## src/rtl/load_store_unit.sv

```systemverilog
// Load/store unit: one request at a time, fixed-width memory strobe.
// Address and data settle for a cycle before and after every strobe.
module load_store_unit #(
    parameter int unsigned WAIT_CYCLES = 2
) (
    input  logic        clock,
    input  logic        reset,
    input  logic        req_valid,
    output logic        req_ready,
    input  logic        req_write,
    input  logic [31:0] req_addr,
    input  logic [31:0] req_wdata,
    output logic        resp_valid,
    output logic        resp_error,
    output logic [31:0] resp_rdata,
    output logic [31:0] mem_address,
    output logic        mem_read_enable,
    output logic        mem_write_enable,
    output logic [31:0] mem_write_data,
    input  logic [31:0] mem_read_data
);

    typedef enum logic [2:0] {
        IDLE,
        SETUP,
        ACCESS,
        RELEASE,
        RESPOND
    } state_t;

    localparam logic [3:0] CNT_INIT = 4'(WAIT_CYCLES - 1);

    state_t      state_q, state_d;
    logic [3:0]  cnt_q, cnt_d;
    logic        write_q, write_d;
    logic [31:0] addr_q, addr_d;
    logic [31:0] wdata_q, wdata_d;
    logic [31:0] rdata_q, rdata_d;
    logic        rd_en_q, rd_en_d;
    logic        wr_en_q, wr_en_d;
    logic        valid_q, valid_d;
    logic        error_q, error_d;
    logic        req_bad;

    assign req_bad = (req_addr[1:0] != 2'b00) || (req_addr[31:14] != 18'd0);

    // Next-state and next-output computation for the transaction sequencer.
    always_comb begin
        state_d = state_q;
        cnt_d   = cnt_q;
        write_d = write_q;
        addr_d  = addr_q;
        wdata_d = wdata_q;
        rdata_d = rdata_q;
        rd_en_d = rd_en_q;
        wr_en_d = wr_en_q;
        valid_d = 1'b0;
        error_d = 1'b0;
        unique case (state_q)
            IDLE: begin
                if (req_valid) begin
                    write_d = req_write;
                    if (req_bad) begin
                        state_d = RESPOND;
                        valid_d = 1'b1;
                        error_d = 1'b1;
                    end else begin
                        state_d = SETUP;
                        addr_d  = {2'b00, req_addr[31:2]};
                        wdata_d = req_wdata;
                    end
                end
            end
            SETUP: begin
                state_d = ACCESS;
                cnt_d   = CNT_INIT;
                rd_en_d = ~write_q;
                wr_en_d = write_q;
            end
            ACCESS: begin
                if (cnt_q == 4'd0) begin
                    state_d = RELEASE;
                    rd_en_d = 1'b0;
                    wr_en_d = 1'b0;
                    if (!write_q) begin
                        rdata_d = mem_read_data;
                    end
                end else begin
                    cnt_d = cnt_q - 4'd1;
                end
            end
            RELEASE: begin
                state_d = RESPOND;
                valid_d = 1'b1;
            end
            RESPOND: begin
                state_d = IDLE;
            end
            default: begin
                state_d = IDLE;
                rd_en_d = 1'b0;
                wr_en_d = 1'b0;
            end
        endcase
    end

    // State and registered outputs; reset aborts any transaction in flight.
    always_ff @(posedge clock or posedge reset) begin
        if (reset) begin
            state_q <= IDLE;
            cnt_q   <= 4'd0;
            write_q <= 1'b0;
            addr_q  <= 32'd0;
            wdata_q <= 32'd0;
            rdata_q <= 32'd0;
            rd_en_q <= 1'b0;
            wr_en_q <= 1'b0;
            valid_q <= 1'b0;
            error_q <= 1'b0;
        end else begin
            state_q <= state_d;
            cnt_q   <= cnt_d;
            write_q <= write_d;
            addr_q  <= addr_d;
            wdata_q <= wdata_d;
            rdata_q <= rdata_d;
            rd_en_q <= rd_en_d;
            wr_en_q <= wr_en_d;
            valid_q <= valid_d;
            error_q <= error_d;
        end
    end

    // Ready is withheld while reset is held so nothing is accepted then.
    assign req_ready        = (state_q == IDLE) && !reset;
    assign resp_valid       = valid_q;
    assign resp_error       = error_q;
    assign resp_rdata       = rdata_q;
    assign mem_address      = addr_q;
    assign mem_read_enable  = rd_en_q;
    assign mem_write_enable = wr_en_q;
    assign mem_write_data   = wdata_q;

endmodule

```

## config.mk

```make
export PLATFORM = sky130hd
export DESIGN_NAME = load_store_unit
export DESIGN_NICKNAME = d
export VERILOG_FILES = /design/src/rtl/load_store_unit.sv
export SDC_FILE = /design/constraint.sdc
export NUM_CORES = 1
export LEC_CHECK = 0
export CELL_PAD_IN_SITES_DETAIL_PLACEMENT = 0
export CELL_PAD_IN_SITES_GLOBAL_PLACEMENT = 1
export CORE_ASPECT_RATIO = 1.25
export CORE_UTILIZATION = 31
export CTS_CLUSTER_DIAMETER = 200
export CTS_CLUSTER_SIZE = 20
export DETAILED_ROUTE_END_ITERATION = 12
export PLACE_DENSITY_LB_ADDON = 0.08
export SLEW_MARGIN = 20
export SYNTH_ARGS = -nofsm -noshare
export SYNTH_HDL_FRONTEND = slang
export SYNTH_SLANG_ARGS = --single-unit
```

## constraint.sdc

```tcl
create_clock -name clock -period 4.3 [get_ports clock]
set_clock_uncertainty 0.15 [all_clocks]
set_input_delay 0.645 -clock clock [delete_from_list [all_inputs] [get_ports clock]]
set_output_delay 0.645 -clock clock [all_outputs]
set_load 0.005 [all_outputs]
```

==> results by group <==
Critical path
  – R2R cell count: 5
  – Worst Path Arrival: 1.89 ns
  – Worst stage delay on the critical path: 0.56 ns
  – Crit Reg-Reg Endpoint: mem_address[7]
  – Reg2Reg Setup Slack: 1.84 ns
  – Critical Path End Type: primary output
  – FF-to-FF Start: state_q[2]
  – Most used cell along the critical path: clkdlybuf4s50_1
  – Worst Path Required: 3.50 ns
  – Worst path cell trace: clkdlybuf4s50_1, nor4_1, clkdlybuf4s50_1
  – Crit path max-delay family: buffers and inverters
  – Crit path max fanout: 2
  – Critical path startpoint category: input pin
  – Critical path's slowest cell: clkdlybuf4s50_1
  – Setup CP Type: in -> out
  – CP bufs+invs: 2

Worst hold path
  – Hold Crit Start: mem_write_data[26]
  – HP Class: reg -> reg
  – Hold EP: mem_write_data[26]
  – Hold path depth: 1

Floorplanning
  – Die area: 0.0138 mm²
  – I/O pin cnt: 201
  – Initial Util: 32.3%
  – Die Ht: 131 µm
  – Die X: 105 µm
  – Core area: 0.0128 mm²
  – Standard-cell row count: 46

Timing
  – Setup-failing EPs final: 0
  – Fin crit period: 2.68 ns
  – RSZ-0062 raised after global routing: false
  – Max_slew headroom: 50.7%
  – Post-Route Setup TNS: 0 ns
  – Slew at the pin closest to its max-slew limit: 0.740 ns
  – Final-report hold violation count: 0
  – Tcrit/Tclk final: 62.4%
  – Max-slew violation count: 0
  – Fmax: 373 MHz

Global routing
  – First-pass GRT wire length: 17,000 µm
  – Gr usage total: 15.8%
  – Largest net degree at the start of global routing: 60
  – Initial antenna violation count: 0
  – Global route overflow: 0
  – Vias in the first global route: 3,246

Cells and area
  – Layout cells sized above 1: 20.4%
  – Diode count: 0
  – Nets: 583
  – Fin cells: 653
  – Area delta synth->final: 57.3%

Detailed routing
  – Total wire length: 10,300 µm
  – Remaining routing DRC violations: 0
  – Vias per Instance: 4.48
  – DR pass1 iterations: 4
  – DR vias: 2,923
  – Iteration-0 DRC Markers: 80
  – WL/cell: 15.8 µm
  – Routed Antenna Nets: 0

Placed design
  – IO Port Bufs: 198
  – Global placer's final weighted congestion: 0.752
  – DP HPWL: 7660 µm
  – Placed cell count: 638

Logic synthesis
  – Ys async rst share: 100%
  – Post-synthesis area per instance: 14.7 µm²
  – Post-synthesis cell count: 282
  – Count of different cell masters after synthesis: 36
  – Mapped cell area: 0.00414 mm²
  – Ys Warns: 0
  – Sequential area share after synthesis: 64.1%
  – Ys flop type: dfrtp_1
  – Number of synthesized flops with an enable pin: 0
  – Flops & latches, synth: 106

Outcome
  – Status: completed

Pwr
  – Lkg Pwr: 0.00286 µW
  – Reg power frac: 52.8%
  – Switching Fraction: 21.5%
  – PD cells: 299 mW/mm²
  – Gate power share: 8.9%
  – VDD IR-drop max: 0.165 mV
  – Clk network pwr share: 38.3%
  – Internal power: 1530 µW
  – NetSw: 419 µW

Clock tree
  – TritonCTS sink count: 106
  – H-tree depth: 3
  – Clock latency at the later pin of the worst-skew pair: 0.34 ns
  – Hold_buf cts: 0
  – CTS-repair resized insts: 0
  – Cell chosen for the clock root: clkbuf_16
  – CTS tree: yes
  – Post-CTS Repair Setup Buffers: 0
  – CTS Buf Count: 9
  – Clock edge transition at the registers on the reported setup and hold paths: 0.07 ns
  – Worst-case clock buffer depth: 2

Run
  – Max_cap viols: 0
==> area by class of cell <==
type | instances | area (µm²)
clock buffer | 10 | 229
inverter | 5 | 21.3
fill | 1155 | 6320
clock inverter | 5 | 32.5
tap | 168 | 210
sequential | 106 | 2650
multi-input combinational | 156 | 1350
timing repair buffer | 203 | 2020
==> cells by family after synthesis <==
family | after synthesis | synth area share (%)
AO/OA/AOI/OAI | 20 | 2.90
adder cells (fa/ha/maj) | 2 | 0.604
buffers and inverters | 21 | 3.48
multiplexers | 78 | 21.2
flip-flops | 106 | 64.1
other | 1 | 0.0906
AND/OR/NAND/NOR | 54 | 7.68
==> power by group through the flow <==
stage	Sequential, µW	Clock, µW	Combinational, µW
after detailed placement	1050	0	177
after CTS	1030	769	178
final	1030	745	173
after global routing	1030	814	189
after global placement	1050	0	175
after floorplan	1040	0	39.7
==> flip-flops by register name (all words and copies together), names as in the netlist <==
| name | cells |
|---|---|
| cnt_q | 4 |
| mem_read_enable | 1 |
| mem_write_enable | 1 |
| resp_error | 1 |
| mem_write_data | 32 |
| mem_address | 30 |
| resp_rdata | 32 |
| write_q | 1 |
| state_q | 3 |
| resp_valid | 1 |
==> cells in the final DEF, fill, tap and decap left out, types with 2 or more instances in the layout <==
| cell | synthesis | routed |
|---|---|---|
| nand3_1 | 3 | 3 |
| nor3b_1 | 2 | 2 |
| o21ai_0 | 5 | 5 |
| clkbuf_16 | 0 | 9 |
| a21oi_1 | 7 | 7 |
| nor3_1 | 2 | 2 |
| nor2_1 | 5 | 5 |
| nor4_1 | 6 | 6 |
| ha_1 | 2 | 2 |
| nand2_1 | 9 | 9 |
| clkdlybuf4s50_1 | 0 | 198 |
| mux2_1 | 2 | 2 |
| a31oi_1 | 2 | 2 |
| buf_4 | 2 | 5 |
| nor2b_1 | 18 | 18 |
| clkinv_2 | 0 | 2 |
| inv_1 | 5 | 4 |
| clkinvlp_4 | 0 | 3 |
| mux2_2 | 75 | 75 |
| dfrtp_1 | 106 | 106 |
| conb_1 | 1 | 2 |
==> cells in the mapped netlist, types with 2 or more instances <==
| cell type | number | area share [%] |
|---|---|---|
| ha_1 | 2 | 0.60 |
| inv_1 | 5 | 0.45 |
| buf_6 | 5 | 1.4 |
| nand3_1 | 3 | 0.36 |
| nor3_1 | 2 | 0.24 |
| o21ai_0 | 5 | 0.60 |
| nor3b_1 | 2 | 0.36 |
| clkbuf_8 | 2 | 0.66 |
| nor2_1 | 5 | 0.45 |
| dfrtp_1 | 106 | 64 |
| a31oi_1 | 2 | 0.30 |
| mux2_2 | 75 | 20 |
| nand2_1 | 9 | 0.82 |
| mux2_1 | 2 | 0.54 |
| nor2b_1 | 18 | 2.7 |
| buf_4 | 2 | 0.36 |
| clkbuf_1 | 7 | 0.63 |
| nor4_1 | 6 | 0.91 |
| a21oi_1 | 7 | 0.85 |
==> worst max path at each step <==
stage / depth (start not counted) / start / endpoint / slack [ns]
2_1_floorplan: 1 / reset / cnt_q[0] / 0.72
3_3_place_gp: 6 / req_addr[21] / mem_address[3] / 1.31
3_5_place_dp: 6 / req_addr[21] / mem_write_data[11] / 1.26
4_1_cts: 3 / reset / req_ready / 1.61
5_1_grt: 6 / req_addr[21] / mem_write_data[5] / 1.41
6_report: 3 / reset / req_ready / 1.62
==> layer usage <==
metal | wire length [µm] | share of wire [%] | GRT usage, %
met5 | 0 | 0 | 0
met4 | 265 | 2.6 | 6.18
met3 | 674 | 6.5 | 5.26
met1 | 3780 | 37 | 17.5
met2 | 5620 | 54 | 27.8
==> stage by stage <==
| step | total power (µW) | setup WS [ns] | instance area [µm²] | utilization [%] | hold WS (ns) |
|---|---|---|---|---|---|
| floorplan | 1080 | 0.716 | 4140 | - | 0.333 |
| global placement | 1220 | 1.31 | 6250 | 48.7 | 0.315 |
| detailed placement | 1220 | 1.26 | 6250 | 48.7 | 0.325 |
| CTS | 1970 | 1.61 | 6510 | 50.7 | 0.342 |
| global route | 2030 | 1.41 | 6510 | 50.7 | 0.361 |
| finish | 1940 | 1.62 | 6510 | 50.7 | 0.340 |
Note: power is estimated with default switching activity, not from simulation.
==> patch (same flow settings) <==
Encoding of `state_t`: now one-hot (5 bits for 5 states).
--- a/src/rtl/load_store_unit.sv
+++ b/src/rtl/load_store_unit.sv
@@ -20,12 +20,12 @@
     input  logic [31:0] mem_read_data
 );
 
-    typedef enum logic [2:0] {
-        IDLE,
-        SETUP,
-        ACCESS,
-        RELEASE,
-        RESPOND
+    typedef enum logic [4:0] {
+        IDLE    = 5'b00001,
+        SETUP   = 5'b00010,
+        ACCESS  = 5'b00100,
+        RELEASE = 5'b01000,
+        RESPOND = 5'b10000
     } state_t;
 
     localparam logic [3:0] CNT_INIT = 4'(WAIT_CYCLES - 1);
Check against the original RTL: same outputs for any inputs over 10 cycles, from zero or initial values and one cycle with reset high; not proved beyond that.
==> patch against the unedited design <==
  * Synthesized area up 1.4%
  * Sequential cell count rose by 2
  * Worst setup slack better by 34 ps
  * Routed wire length shrank 4.6%
  * Final area is 2.1% higher
  * Power is 5.8% higher
  * Sequential share of layout area decreased by 0.079 points
  * Combinational power fell by 20%
  * Critical endpoint unchanged
  * Largest power group unchanged
==> patch: results <==
{
  "status": "complete, no violations",
  "peakVddDrop_mv": 0.153,
  "first_global_vias": 3004,
  "hp-class": "reg -> reg",
  "cp_data_arrival_time_ps": 1850,
  "r2r_cells": 6,
  "synth-edff-count": 0,
  "crit_fanout": 5,
  "synth.top_cells.by_area": "dfrtp_1, mux2_2, nor2b_1",
  "drt_iter0_markers": 62,
  "fillers": 1210,
  "r2r_slack_ps": 1890,
  "yosys_warnings": 0,
  "period_minus_slack_ps": 2650,
  "cp-startpoint": "state_q[0]",
  "r2r-end": "resp_rdata[3]",
  "hold_start": "resp_rdata[24]",
  "p_leak_uw": 0.00306,
  "met2_usage_pct": 24.7,
  "drive_gt1_share_pct": 20.8,
  "post_cts_buffers": 0,
  "place_ws_ps": 1480,
  "syn_area_per_cell_um2": 15.2,
  "finalCoreUtilization_pct": 50.3,
  "grt.total_usage_pct": 14.7,
  "route.met2.wl_um": 4850,
  "grt_use_met3_pct": 5.29,
  "r2r-start": "cnt_q[0]",
  "synth_common_cells": "dfrtp_1, mux2_2, nor2b_1",
  "dp.cells": 637,
  "routedLengthMet1_um": 3960,
  "synthDistinctLibCells": 37,
  "final_nets": 578,
  "slew_headroom_pct": 54.1,
  "num_vias": 2913,
  "synth-seq-area-share_pct": 64.4,
  "whs_ps": 336,
  "viasPerCell": 4.47,
  "highest_layer": "met4",
  "grtUsageMet1_pct": 17.0,
  "grt_first_pass_wirelength_um": 15900,
  "whs_endpoint": "resp_rdata[24]",
  "place_area_um2": 6330,
  "place_congestion": 0.708,
  "hpwlAfterDp_um": 7180,
  "grt_max_degree": 63,
  "route.met3.wl_um": 808,
  "wl_per_cell_um": 15.1
}
patch: logic make-up after synthesis:
family	count (synthesis)	synth area share [%]
DFF	108	64.4
adders and majority gates	1	0.298
and+or+nand+nor	55	8.47
other	1	0.0894
buffers and inverters	19	3.28
AOI/OAI and AO/OA	12	2.15
muxes	77	20.7
xor gates and xnor gates	3	0.626
patch: power by group:
group | internal [uW] | total [uW] | leakage, uW | switching, uW
combinational | 95.9 | 139 | 0.00140 | 43.4
sequential | 1020 | 1030 | 0.00150 | 8.13
clock | 538 | 889 | 0.000158 | 351
total | 1660 | 2060 | 0.00306 | 402
patch: final cells by class:
type / instances / share of cell area, %
Clock inverter: 4 / 1.09
Timing Repair Buffer: 202 / 30.4
Inverter: 6 / 0.376
Tap cell: 171 / 3.22
Clock buffer: 11 / 3.80
Sequential cell: 108 / 40.7
Multi-Input combinational cell: 150 / 20.4
patch: worst max-delay path: stages (launching register included):
cell and delay (ps):
dfstp_2 580, nor3b_4 240, and3_1 190, clkdlybuf4s50_1 510
